--- config.mk ---
export PLATFORM = sky130hd
export DESIGN_NAME = sw_debounce
export DESIGN_NICKNAME = d
export VERILOG_FILES = /design/src/rtl/sw_debounce.sv
export SDC_FILE = /design/constraint.sdc
export NUM_CORES = 1
export LEC_CHECK = 0
export BUFFER_PORTS_ARGS = -buffer_cell sky130_fd_sc_hd__buf_4
export CAP_MARGIN = 20
export CORE_ASPECT_RATIO = 1.1
export CORE_UTILIZATION = 45
export CTS_CLUSTER_DIAMETER = 30
export DETAILED_ROUTE_END_ITERATION = 10
export PLACE_DENSITY = 0.65
export RECOVER_POWER = 50
export SYNTH_ARGS = -nofsm -noshare
export SYNTH_HDL_FRONTEND = slang
export SYNTH_SLANG_ARGS = --single-unit
--- constraint.sdc ---
create_clock -name clk -period 2.8 [get_ports clk]
set_clock_uncertainty 0.2 [all_clocks]
set_input_delay 0.14 -clock clk [delete_from_list [all_inputs] [get_ports clk]]
set_output_delay 0.14 -clock clk [all_outputs]
set_load 0.05 [all_outputs]
--- src/rtl/sw_debounce.sv ---
// Switch debouncer: a 2-flop synchronizer and a per-bit stability counter,
// with registered rise/fall pulses and a sticky change flag.
module sw_debounce #(
   parameter int SW_WIDTH        = 10,
   parameter int DEBOUNCE_CYCLES = 50000
) (
   input  logic                clk,
   input  logic                rst_n,
   input  logic [SW_WIDTH-1:0] sw_raw,
   input  logic                bypass,
   input  logic                evt_clr,
   output logic [SW_WIDTH-1:0] sw_clean,
   output logic [SW_WIDTH-1:0] sw_rise,
   output logic [SW_WIDTH-1:0] sw_fall,
   output logic                sw_event
);

   localparam int CNT_W = (DEBOUNCE_CYCLES > 2) ? $clog2(DEBOUNCE_CYCLES) : 1;
   localparam logic [CNT_W-1:0] CNT_MAX = CNT_W'(DEBOUNCE_CYCLES - 1);

   logic [SW_WIDTH-1:0] s1;
   logic [SW_WIDTH-1:0] s2;
   logic [SW_WIDTH-1:0] clean_nxt;
   logic [SW_WIDTH-1:0] rise_nxt;
   logic [SW_WIDTH-1:0] fall_nxt;
   logic [CNT_W-1:0]    cnt     [SW_WIDTH];
   logic [CNT_W-1:0]    cnt_nxt [SW_WIDTH];

   // Any edge where the synchronized level matches sw_clean restarts the count.
   always_comb begin
      clean_nxt = sw_clean;
      for (int i = 0; i < SW_WIDTH; i++) begin
         cnt_nxt[i] = '0;
         if (bypass) begin
            clean_nxt[i] = s2[i];
         end else if (s2[i] == sw_clean[i]) begin
            cnt_nxt[i] = '0;
         end else if (cnt[i] == CNT_MAX) begin
            clean_nxt[i] = s2[i];
         end else begin
            cnt_nxt[i] = cnt[i] + CNT_W'(1);
         end
      end
      rise_nxt = clean_nxt & ~sw_clean;
      fall_nxt = ~clean_nxt & sw_clean;
   end

   always_ff @(posedge clk or negedge rst_n) begin
      if (!rst_n) begin
         s1       <= '0;
         s2       <= '0;
         sw_clean <= '0;
         sw_rise  <= '0;
         sw_fall  <= '0;
         sw_event <= 1'b0;
         for (int i = 0; i < SW_WIDTH; i++) begin
            cnt[i] <= '0;
         end
      end else begin
         s1       <= sw_raw;
         s2       <= s1;
         sw_clean <= clean_nxt;
         sw_rise  <= rise_nxt;
         sw_fall  <= fall_nxt;
         // A new change outranks a clear request on the same edge.
         if (|(rise_nxt | fall_nxt)) begin
            sw_event <= 1'b1;
         end else if (evt_clr) begin
            sw_event <= 1'b0;
         end
         for (int i = 0; i < SW_WIDTH; i++) begin
            cnt[i] <= cnt_nxt[i];
         end
      end
   end

endmodule

==> results of run 1 <==
area by class of cell:
class | instances | area share
clock inverters | 39 | 0.03711
inverters | 43 | 0.01224
flip-flops and latches | 211 | 0.4005
multi-input cells | 664 | 0.3261
clock buffers | 51 | 0.09425
well taps | 290 | 0.02752
repair buffers | 177 | 0.1022
worst max path at each step:
stage                                   from                   end  slack, ns
after CTS                 cnt[138]$_DFF_PN0_  sw_event$_DFFE_PN0P_      -0.27
after detailed placement  cnt[138]$_DFF_PN0_  sw_event$_DFFE_PN0P_      -0.32
after global placement    cnt[138]$_DFF_PN0_  sw_event$_DFFE_PN0P_      -0.27
final                     cnt[138]$_DFF_PN0_  sw_event$_DFFE_PN0P_      -0.27
after floorplan           cnt[138]$_DFF_PN0_  sw_event$_DFFE_PN0P_      -0.12
after global routing      cnt[139]$_DFF_PN0_  sw_event$_DFFE_PN0P_      -0.34
per-layer routing:
layer	global-route usage	wire [microns]
met5	0	0
met4	0.07271	442
met2	0.3179	9632
met1	0.2510	8987
met3	0.04835	1037
what timing repair did:
| action | 4_1_cts | 5_1_grt |
|---|---|---|
| endpoints found under the setup margin | 1 | 1 |
| endpoints found under the hold margin | 177 | 0 |
| pin swaps | 1 | 0 |
| hold buffers | 13 | 0 |
| gates resized for setup | 2 | 2 |
worst max-delay path, delay by kind of cell (launching register included):
kind | cells | cell delay (ns)
AND/OR/NAND/NOR | 5 | 1.80
flip-flops | 1 | 0.37
adder cells (fa/ha/maj) | 1 | 0.27
multiplexers | 1 | 0.32
logic make-up (layout without fill, tap and decap cells):
family	Yosys count	in the layout
simple gates	457	457
flops	211	211
xor+xnor	145	145
buf+inv	60	310
fa+ha+maj	30	30
mux	18	18
compound gates	14	14
cell usage after synthesis (all sizes together) (2+ instances only):
cell type / instances / area (sq um)
nor4: 39 / 244.0
or4bb: 13 / 146.4
xnor2: 121 / 1060
or3: 6 / 37.54
mux2i: 8 / 80.08
ha: 30 / 375.4
nor4b: 3 / 26.28
or2: 2 / 12.51
clkbuf: 8 / 35.03
nand3: 49 / 245.2
nor2: 190 / 713.2
buf: 9 / 63.81
nor4bb: 4 / 40.04
and3: 10 / 62.56
xor2: 24 / 210.2
a21oi: 5 / 25.02
o31ai: 2 / 15.01
or4: 9 / 71.32
or4b: 6 / 60.06
nand4: 43 / 269.0
inv: 43 / 161.4
o21ai: 2 / 10.01
and4: 3 / 26.28
nand2: 39 / 146.4
mux2: 10 / 120.1
a41oi: 3 / 26.28
nor3: 35 / 175.2
nor2b: 4 / 40.04
dfrtp: 211 / 5280
registers in the layout, summed over array words and instances, names as in the netlist:
register  count
cnt         160
s1           10
sw_event      1
sw_fall      10
sw_rise      10
sw_clean     10
s2           10
power by group:
part / total (mW) / leakage (nW) / switching (mW) / internal (mW)
Clock: 5.82 / 0.815 / 1.90 / 3.92
Sequential: 3.21 / 2.84 / 0.0679 / 3.14
Combinational: 0.601 / 1.92 / 0.409 / 0.192
Total: 9.63 / 5.58 / 2.38 / 7.26
==> results.json, run 1 <==
{
  "status": "finished, violations left",
  "violations": "max-capacitance violations, max-slew violations, negative setup slack",
  "hold_depth": 2,
  "power.density_mw_per_mm2": 730.8,
  "grt_pass1_wl_microns": 35100,
  "finalNonFillerCells": 1475,
  "end_kind": "register",
  "synth_fa_ha_area_frac": 0.03826,
  "initial_core_util": 0.4591,
  "ant_nets": 0,
  "fin_hold_ws_ns": 0.06264,
  "ff2ff_path_depth": 7,
  "die_w_microns": 142.8,
  "slowest_stage": "or4_4",
  "yosys.area_share.simple": 0.2376,
  "timing.rr.end": "sw_event$_DFFE_PN0P_",
  "die_h_microns": 156.9,
  "finalCritPeriodShare": 1.097,
  "post-route-min-period_ns": 3.073,
  "antenna_found_initial": 0,
  "async_reset_ff_frac": 1.000,
  "placed_cells": 1372,
  "fillCellCount": 1739,
  "clk_latency_ns": 0.54,
  "path_cells": "or4bb_1 > or4_4 > nor2b_4 > mux2_4 > ha_4 > nand4_1 > or4_1",
  "cts_root_buffer": "clkbuf_16",
  "num_rows": 56,
  "min_from": "sw_raw[3]",
  "start_kind": "register",
  "dieArea_sq_mm": 0.02240,
  "drtPass1Iterations": 5,
  "finalNetCount": 1189,
  "final.setup.tns_ns": -0.2727,
  "final_cell_area_sq_mm": 0.01318,
  "crit_required_ns": 3.01,
  "slew_headroom": -0.4550,
  "layout_common_cells": "dfrtp_1 (211), nor2_1 (190), buf_4 (148)",
  "dpl_cell_area_sq_mm": 0.01133,
  "synthMuxAreaShare": 0.02041,
  "vias": 7390,
  "cts_setup_buffers": 0,
  "drt_iter0_drc": 390,
  "wl_microns": 20100,
  "hpwl_microns": 13200,
  "setup_ws_ns": -0.2727,
  "port_buffers": 44,
  "yosys_warnings": 0,
  "ys.flop_type": "dfrtp_1",
  "ir_worst_vdd_v": 0.0005459,
  "syn2layout_area_growth_pct": 34.37,
  "final_util": 0.6169,
  "hold_viol": 0,
  "power.total_mw": 9.634,
  "setup_viol": 1,
  "synth_nets": 979,
  "synth_top_family_by_area": "simple AND/OR/NAND/NOR gates",
  "wl_per_cell_microns": 13.63,
  "cts_buffers": 48,
  "final_common_cell": "dfrtp_1",
  "fmax_mhz": 325.4,
  "antenna_cells": 0,
  "leakagePower_nw": 5.580,
  "cts.sinks": 211,
  "yosysUniqueCellTypes": 40,
  "design.core.area_sq_mm": 0.02137,
  "max_stage_delay_ns": 0.56,
  "worstPathMaxFanout": 3,
  "gp_congestion": 0.8575,
  "worst_slew_pin_slew_ns": 2.182,
  "synth_xor_area_frac": 0.1294,
  "synth_seq_area_share": 0.5382,
  "hold_path.class": "in -> reg",
  "drv_cap": 1,
  "clk_path_buf_depth": 3,
  "worstSetupPathType": "reg -> reg",
  "drv_slew": 91,
  "drc": 0,
  "rsz0062_at_grt": "yes",
  "synth.avg_cell_area_sq_um": 10.49,
  "first_global_vias": 7586,
  "clkTransAtPathRegs_ns": 0.05,
  "regArea_sq_mm": 0.005280,
  "cts_max_level": 2,
  "drive_above_1_share": 0.2312,
  "synth_edf_count": 0,
  "io_pins": 45,
  "cts_tree": "done",
  "grt_max_degree": 91,
  "ys_ff_latch": 211,
  "synth_compound_area_frac": 0.009565,
  "r2r-start": "cnt[138]$_DFF_PN0_",
  "synth_cells": 935,
  "dp_slack_ns": -0.3201,
  "cp.arrival_ns": 3.28,
  "syn-cell-area_sq_mm": 0.009811,
  "grtUsageTotal": 0.1952,
  "grt_remaining_overflow": 0,
  "hold_end": "s1[3]$_DFF_PN0_",
  "r2r_setup_slack_ns": -0.27,
  "via_per_inst": 5.010,
  "multi_input_area_sq_mm": 0.004299
}
No activity file was read; power rests on OpenSTA's default activity.
==> run 2: changes to the inputs <==
--- a/config.mk
+++ b/config.mk
@@ -5,6 +5,7 @@
 export SDC_FILE = /design/constraint.sdc
 export NUM_CORES = 1
 export LEC_CHECK = 0
+export ABC_AREA = 1
 export BUFFER_PORTS_ARGS = -buffer_cell sky130_fd_sc_hd__buf_4
 export CAP_MARGIN = 20
 export CORE_ASPECT_RATIO = 1.1
@@ -16,3 +17,4 @@
 export SYNTH_ARGS = -nofsm -noshare
 export SYNTH_HDL_FRONTEND = slang
 export SYNTH_SLANG_ARGS = --single-unit
+export TNS_END_PERCENT = 10
==> run 2 against run 1 <==
Against the previous run: the run now ends clean; die area is 7.5% higher; clock-buffer cell count is 7 higher; critical endpoint unchanged; via count is 12% higher; largest power group unchanged; first-iteration DRC count is 2.6% higher; maximum frequency is 25% higher.
==> results.json, run 2 <==
{
  "status": "complete, no violations",
  "yosysUniqueCellTypes": 32,
  "drv_slew": 0,
  "yosys_warnings": 0,
  "r2r_setup_slack_ns": 0.33,
  "post-route-min-period_ns": 2.465,
  "synth_nets": 1334,
  "finalCritPeriodShare": 0.8804,
  "regArea_sq_mm": 0.005280,
  "synth_top_area_frac": 0.5002,
  "die_w_microns": 148.0,
  "ant_nets": 0,
  "ff2ff_path_depth": 11,
  "initial_core_util": 0.4603,
  "grt_remaining_overflow": 0,
  "cts_buffers": 50,
  "hold_viol": 0,
  "regMostFlops": "cnt",
  "ys_ff_latch": 211,
  "fillCellCount": 2089,
  "post-synth-top-count-cell": "nor2_1",
  "first_global_vias": 8145,
  "via_per_inst": 4.764,
  "setup_viol": 0,
  "drv_cap": 0,
  "slew_headroom": 0.3345,
  "clkTransAtPathRegs_ns": 0.06,
  "die_h_microns": 162.6,
  "final_util": 0.5646,
  "slowest_stage": "dfrtp_1",
  "drt_iter0_drc": 400,
  "cts.sinks": 211,
  "ir_worst_vdd_v": 0.0004960,
  "placed_cells": 1626,
  "wl_microns": 21240,
  "hold_path.class": "in -> reg",
  "num_rows": 58,
  "path_cells": "ha_1 > nand3_1 > nor2_1 > nand2_1 > nand2_1 > nand2_1 > o21ai_0 > inv_1 > ha_1 > nand4_1 > or3_1",
  "power.total_mw": 9.475,
  "r2r-start": "cnt[96]$_DFF_PN0_",
  "drive_above_1_share": 0.1053,
  "design.core.area_sq_mm": 0.02293,
  "grt_max_degree": 73,
  "fmax_mhz": 405.6,
  "cp.arrival_ns": 2.67,
  "hpwl_microns": 14540,
  "worst_slew_pin_slew_ns": 0.9983,
  "layout_common_cells": "nor2_1 (287), nand2_1 (283), dfrtp_1 (211)",
  "power.density_mw_per_mm2": 731.8,
  "finalNetCount": 1437,
  "leakagePower_nw": 5.767,
  "m1WireLength_microns": 10170,
  "path_common_cell": "nand2_1",
  "synth_cells": 1290,
  "gp_congestion": 0.8512,
  "met2RoutedLength_microns": 9553,
  "hold_end": "s1[7]$_DFF_PN0_",
  "final_common_cell": "nor2_1",
  "synth_seq_area_share": 0.5002,
  "clk_path_buf_depth": 3,
  "cts_tree": "done",
  "dieArea_sq_mm": 0.02407,
  "synth.avg_cell_area_sq_um": 8.182,
  "antenna_cells": 0,
  "max_stage_delay_ns": 0.38,
  "grt_pass1_wl_microns": 37070,
  "grtUsageTotal": 0.1880,
  "post_cts_resized": 0,
  "rsz0062_at_grt": "no",
  "syn-cell-area_sq_mm": 0.01056,
  "async_reset_ff_frac": 1.000,
  "wl_met3_microns": 950,
  "port_buffers": 44,
  "drtPass1Iterations": 4,
  "wl_per_cell_microns": 12.25,
  "timing.rr.end": "sw_event$_DFFE_PN0P_",
  "antenna_found_initial": 0,
  "clk_latency_ns": 0.54,
  "yosysTopAreaCell": "dfrtp_1",
  "dr.max_layer_used": "met4",
  "syn2layout_area_growth_pct": 22.66,
  "netlist_top_cells_area": "dfrtp_1 (50%), nor2_1 (10%), nand2_1 (10%)",
  "vias": 8261,
  "multi_input_area_sq_mm": 0.004586,
  "cts_root_buffer": "clkbuf_16",
  "hold_depth": 2,
  "min_from": "sw_raw[7]",
  "drc": 0,
  "largest_register_ffs": 160,
  "worstSetupPathType": "reg -> reg",
  "start_kind": "register",
  "finalNonFillerCells": 1734,
  "cts_max_level": 2,
  "synth_edf_count": 0,
  "worstPathMaxFanout": 4,
  "crit_required_ns": 3.00,
  "ys.flop_type": "dfrtp_1",
  "end_kind": "register",
  "io_pins": 45,
  "synth_top_cells_by_count": "nor2_1 (285), nand2_1 (283), dfrtp_1 (211)",
  "final.setup.tns_ns": 0
}
run 2: worst max path at each step:
stage	start	endpoint	slack (ns)
2_1_floorplan	cnt[96]$_DFF_PN0_	sw_event$_DFFE_PN0P_	0.58
3_3_place_gp	cnt[96]$_DFF_PN0_	sw_event$_DFFE_PN0P_	0.45
3_5_place_dp	cnt[96]$_DFF_PN0_	sw_event$_DFFE_PN0P_	0.35
4_1_cts	cnt[96]$_DFF_PN0_	sw_event$_DFFE_PN0P_	0.31
5_1_grt	cnt[96]$_DFF_PN0_	sw_event$_DFFE_PN0P_	0.05
6_report	cnt[96]$_DFF_PN0_	sw_event$_DFFE_PN0P_	0.33
run 2: cells by family after synthesis:
group / Yosys count / synth area share
AOI/OAI and AO/OA: 53 / 0.02845
xor gates and xnor gates: 89 / 0.07385
adders and majority gates: 30 / 0.03556
buffers and inverters: 164 / 0.06484
DFF: 211 / 0.5002
and+or+nand+nor: 743 / 0.2971
run 2: per-layer routing:
layer / vias up / global-route usage
li1: 4268 / -
met1: 3810 / 0.2492
met2: 139 / 0.3003
met3: 44 / 0.03922
met4: 0 / 0.07545
met5: - / 0
run 2: worst max-delay path, delay by kind of cell, from the launching register on:
family / cells / cell delay, ns
AO/OA/AOI/OAI: 1 / 0.10
adder cells (fa/ha/maj): 2 / 0.50
buffers and inverters: 1 / 0.09
flip-flops: 1 / 0.38
AND/OR/NAND/NOR: 7 / 1.03
run 2: report_power, final:
part | internal, mW | switching, mW
combinational | 0.141 | 0.400
clock | 3.80 | 1.93
sequential | 3.13 | 0.0671
total | 7.08 | 2.40
run 2: cell type report:
class | instances | share of cell area
inverter | 152 | 0.04426
clock inverter | 35 | 0.02783
multi-input combinational | 915 | 0.3542
sequential | 211 | 0.4078
timing repair buffer | 63 | 0.03247
tap | 300 | 0.02899
clock buffer | 58 | 0.1045
run 2: per-stage QoR:
stage               area [sq um]  hold slack, ns  setup slack (ns)
finish                     12950         0.05980            0.3347
global route               12950         0.05602           0.05446
CTS                        13090         0.02100            0.3069
detailed placement         11210         -0.1597            0.3470
global placement           11210         -0.1621            0.4492
floorplan                  10560         -0.3556            0.5804
run 2: repair_timing:
item | in CTS | in global routing
setup buffers | 0 | 0
hold buffers | 15 | 0
hold endpoints to repair | 249 | 0
==> run 3: changes to the inputs <==
--- a/config.mk
+++ b/config.mk
@@ -14,6 +14,7 @@
 export DETAILED_ROUTE_END_ITERATION = 10
 export PLACE_DENSITY = 0.65
 export RECOVER_POWER = 50
+export REMOVE_ABC_BUFFERS = 1
 export SYNTH_ARGS = -nofsm -noshare
 export SYNTH_HDL_FRONTEND = slang
 export SYNTH_SLANG_ARGS = --single-unit
==> run 3 against run 2 <==
Against the previous run: critical path depth did not move; largest power group unchanged; total power rose by 1.2%; routed wire length rose by 0.78%.
==> results.json, run 3 (synthesized netlist as in run 2, its figures left out) <==
{
  "status": "complete, no violations",
  "layout_common_cells": "nor2_1 (297), nand2_1 (283), dfrtp_1 (211)",
  "cts.sinks": 211,
  "min_from": "sw_raw[7]",
  "first_global_vias": 8326,
  "grt_max_degree": 61,
  "antenna_found_initial": 0,
  "hpwl_microns": 14730,
  "drc": 0,
  "cts_setup_buffers": 0,
  "cts_buffers": 50,
  "finalCritPeriodShare": 0.8605,
  "gp_congestion": 0.8175,
  "hold_path.class": "in -> reg",
  "hold_viol": 0,
  "num_rows": 58,
  "die_w_microns": 148.0,
  "cts_root_buffer": "clkbuf_16",
  "start_kind": "register",
  "final_common_cell": "nor2_1",
  "ff2ff_path_depth": 11,
  "grtUsageTotal": 0.1913,
  "hold_depth": 2,
  "worst_slew_pin_slew_ns": 1.079,
  "r2r-start": "cnt[112]$_DFF_PN0_",
  "io_pins": 45,
  "ir_worst_vdd_v": 0.0004523,
  "wl_per_cell_microns": 12.33,
  "die_h_microns": 162.6,
  "finalNonFillerCells": 1736,
  "clk_latency_ns": 0.54,
  "setup_viol": 0,
  "wl_microns": 21410,
  "cts_max_level": 2,
  "slew_headroom": 0.2805,
  "drt_iter0_drc": 377,
  "cts_tree": "done",
  "end_kind": "register",
  "crit_required_ns": 3.01,
  "antenna_cells": 0,
  "power.density_mw_per_mm2": 741.8,
  "cp.arrival_ns": 2.62,
  "via_per_inst": 4.779,
  "post_cts_resized": 0,
  "drv_cap": 0,
  "startpoint": "cnt[112]$_DFF_PN0_",
  "fin_hold_ws_ns": 0.07009,
  "final.setup.tns_ns": 0,
  "regMostFlops": "cnt",
  "syn2layout_area_growth_pct": 22.48,
  "port_buffers": 44,
  "worstSetupPathType": "reg -> reg",
  "clk_path_buf_depth": 3,
  "initial_core_util": 0.4603,
  "placed_cells": 1628,
  "fmax_mhz": 415.1,
  "leakagePower_nw": 5.741,
  "clkTransAtPathRegs_ns": 0.05,
  "drv_slew": 0,
  "grt_remaining_overflow": 0,
  "largest_register_ffs": 160,
  "dieArea_sq_mm": 0.02407,
  "worstPathMaxFanout": 3,
  "drtPass1Iterations": 5,
  "design.core.area_sq_mm": 0.02293,
  "vias": 8296,
  "ant_nets": 0,
  "drive_above_1_share": 0.09053,
  "rsz0062_at_grt": "no",
  "post-route-min-period_ns": 2.409,
  "r2r_setup_slack_ns": 0.39,
  "grt_pass1_wl_microns": 37670,
  "finalNetCount": 1438
}
-- run 3: cell types whose count changed in the layout (fill, tap and decap cells not counted), sizes merged --
| cell | before | now |
|---|---|---|
| clkbuf | 94 | 104 |
| inv | 166 | 156 |
| clkinvlp | 5 | 11 |
| buf | 13 | 8 |
| bufinv | 3 | 5 |
| clkinv | 13 | 12 |
-- run 3: worst paths after layout --
check,to
setup / recovery,sw_event$_DFFE_PN0P_
hold / removal,s1[7]$_DFF_PN0_
setup reg to reg,sw_event$_DFFE_PN0P_
hold reg to reg,s2[2]$_DFF_PN0_
max in group asynchronous,cnt[95]$_DFF_PN0_
min in group asynchronous,sw_fall[2]$_DFF_PN0_
-- run 3: layout make-up --
type	instances	area (sq um)
repair buffers	64	411.6
well taps	300	375.4
flip-flops and latches	211	5280
inverters	152	571.8
fillers	2094	10000
clock inverters	32	359.1
multi-input cells	915	4532
clock buffers	62	1398
-- run 3: per-layer routing --
metal  vias up  wire length, microns  GRT usage
met5         -                     0          0
met3        52                   769    0.03782
met1      3847                  9972     0.2431
li1       4264                     -          -
met4         0                   522    0.06842
met2       133                 10140     0.3237
-- run 3: worst max-delay path: stages, from the launching register on --
cell and delay, ns:
dfrtp_1 0.37, ha_1 0.21, nand2_1 0.08, nor2_1 0.15, nand2_1 0.08, nor2_2 0.14
inv_1 0.09, nand3_1 0.08, nand2_1 0.08, ha_1 0.29, nand4_1 0.14, or3_1 0.37
-- run 3: per-stage QoR --
| step | area, sq um | setup slack [ns] | power [mW] | utilization |
|---|---|---|---|---|
| floorplan | 10440 | 0.5513 | 3.566 | - |
| global route | 12930 | 0.1521 | 9.959 | 0.5637 |
| finish | 12930 | 0.3907 | 9.590 | 0.5637 |
| global placement | 11210 | 0.4218 | 3.805 | 0.4890 |
| CTS | 13120 | 0.1663 | 9.775 | 0.5722 |
| detailed placement | 11210 | 0.3299 | 3.814 | 0.4890 |
-- run 3: power breakdown --
part	internal (mW)	switching (mW)	leakage (nW)
logic	0.129	0.397	2.06
registers	3.14	0.0648	2.85
clock network	4.02	1.85	0.838
-- run 3: repair_timing --
action,in CTS,in global routing
setup endpoints to repair,0,19
endpoints found under the hold margin,249,0
hold buffers,15,0
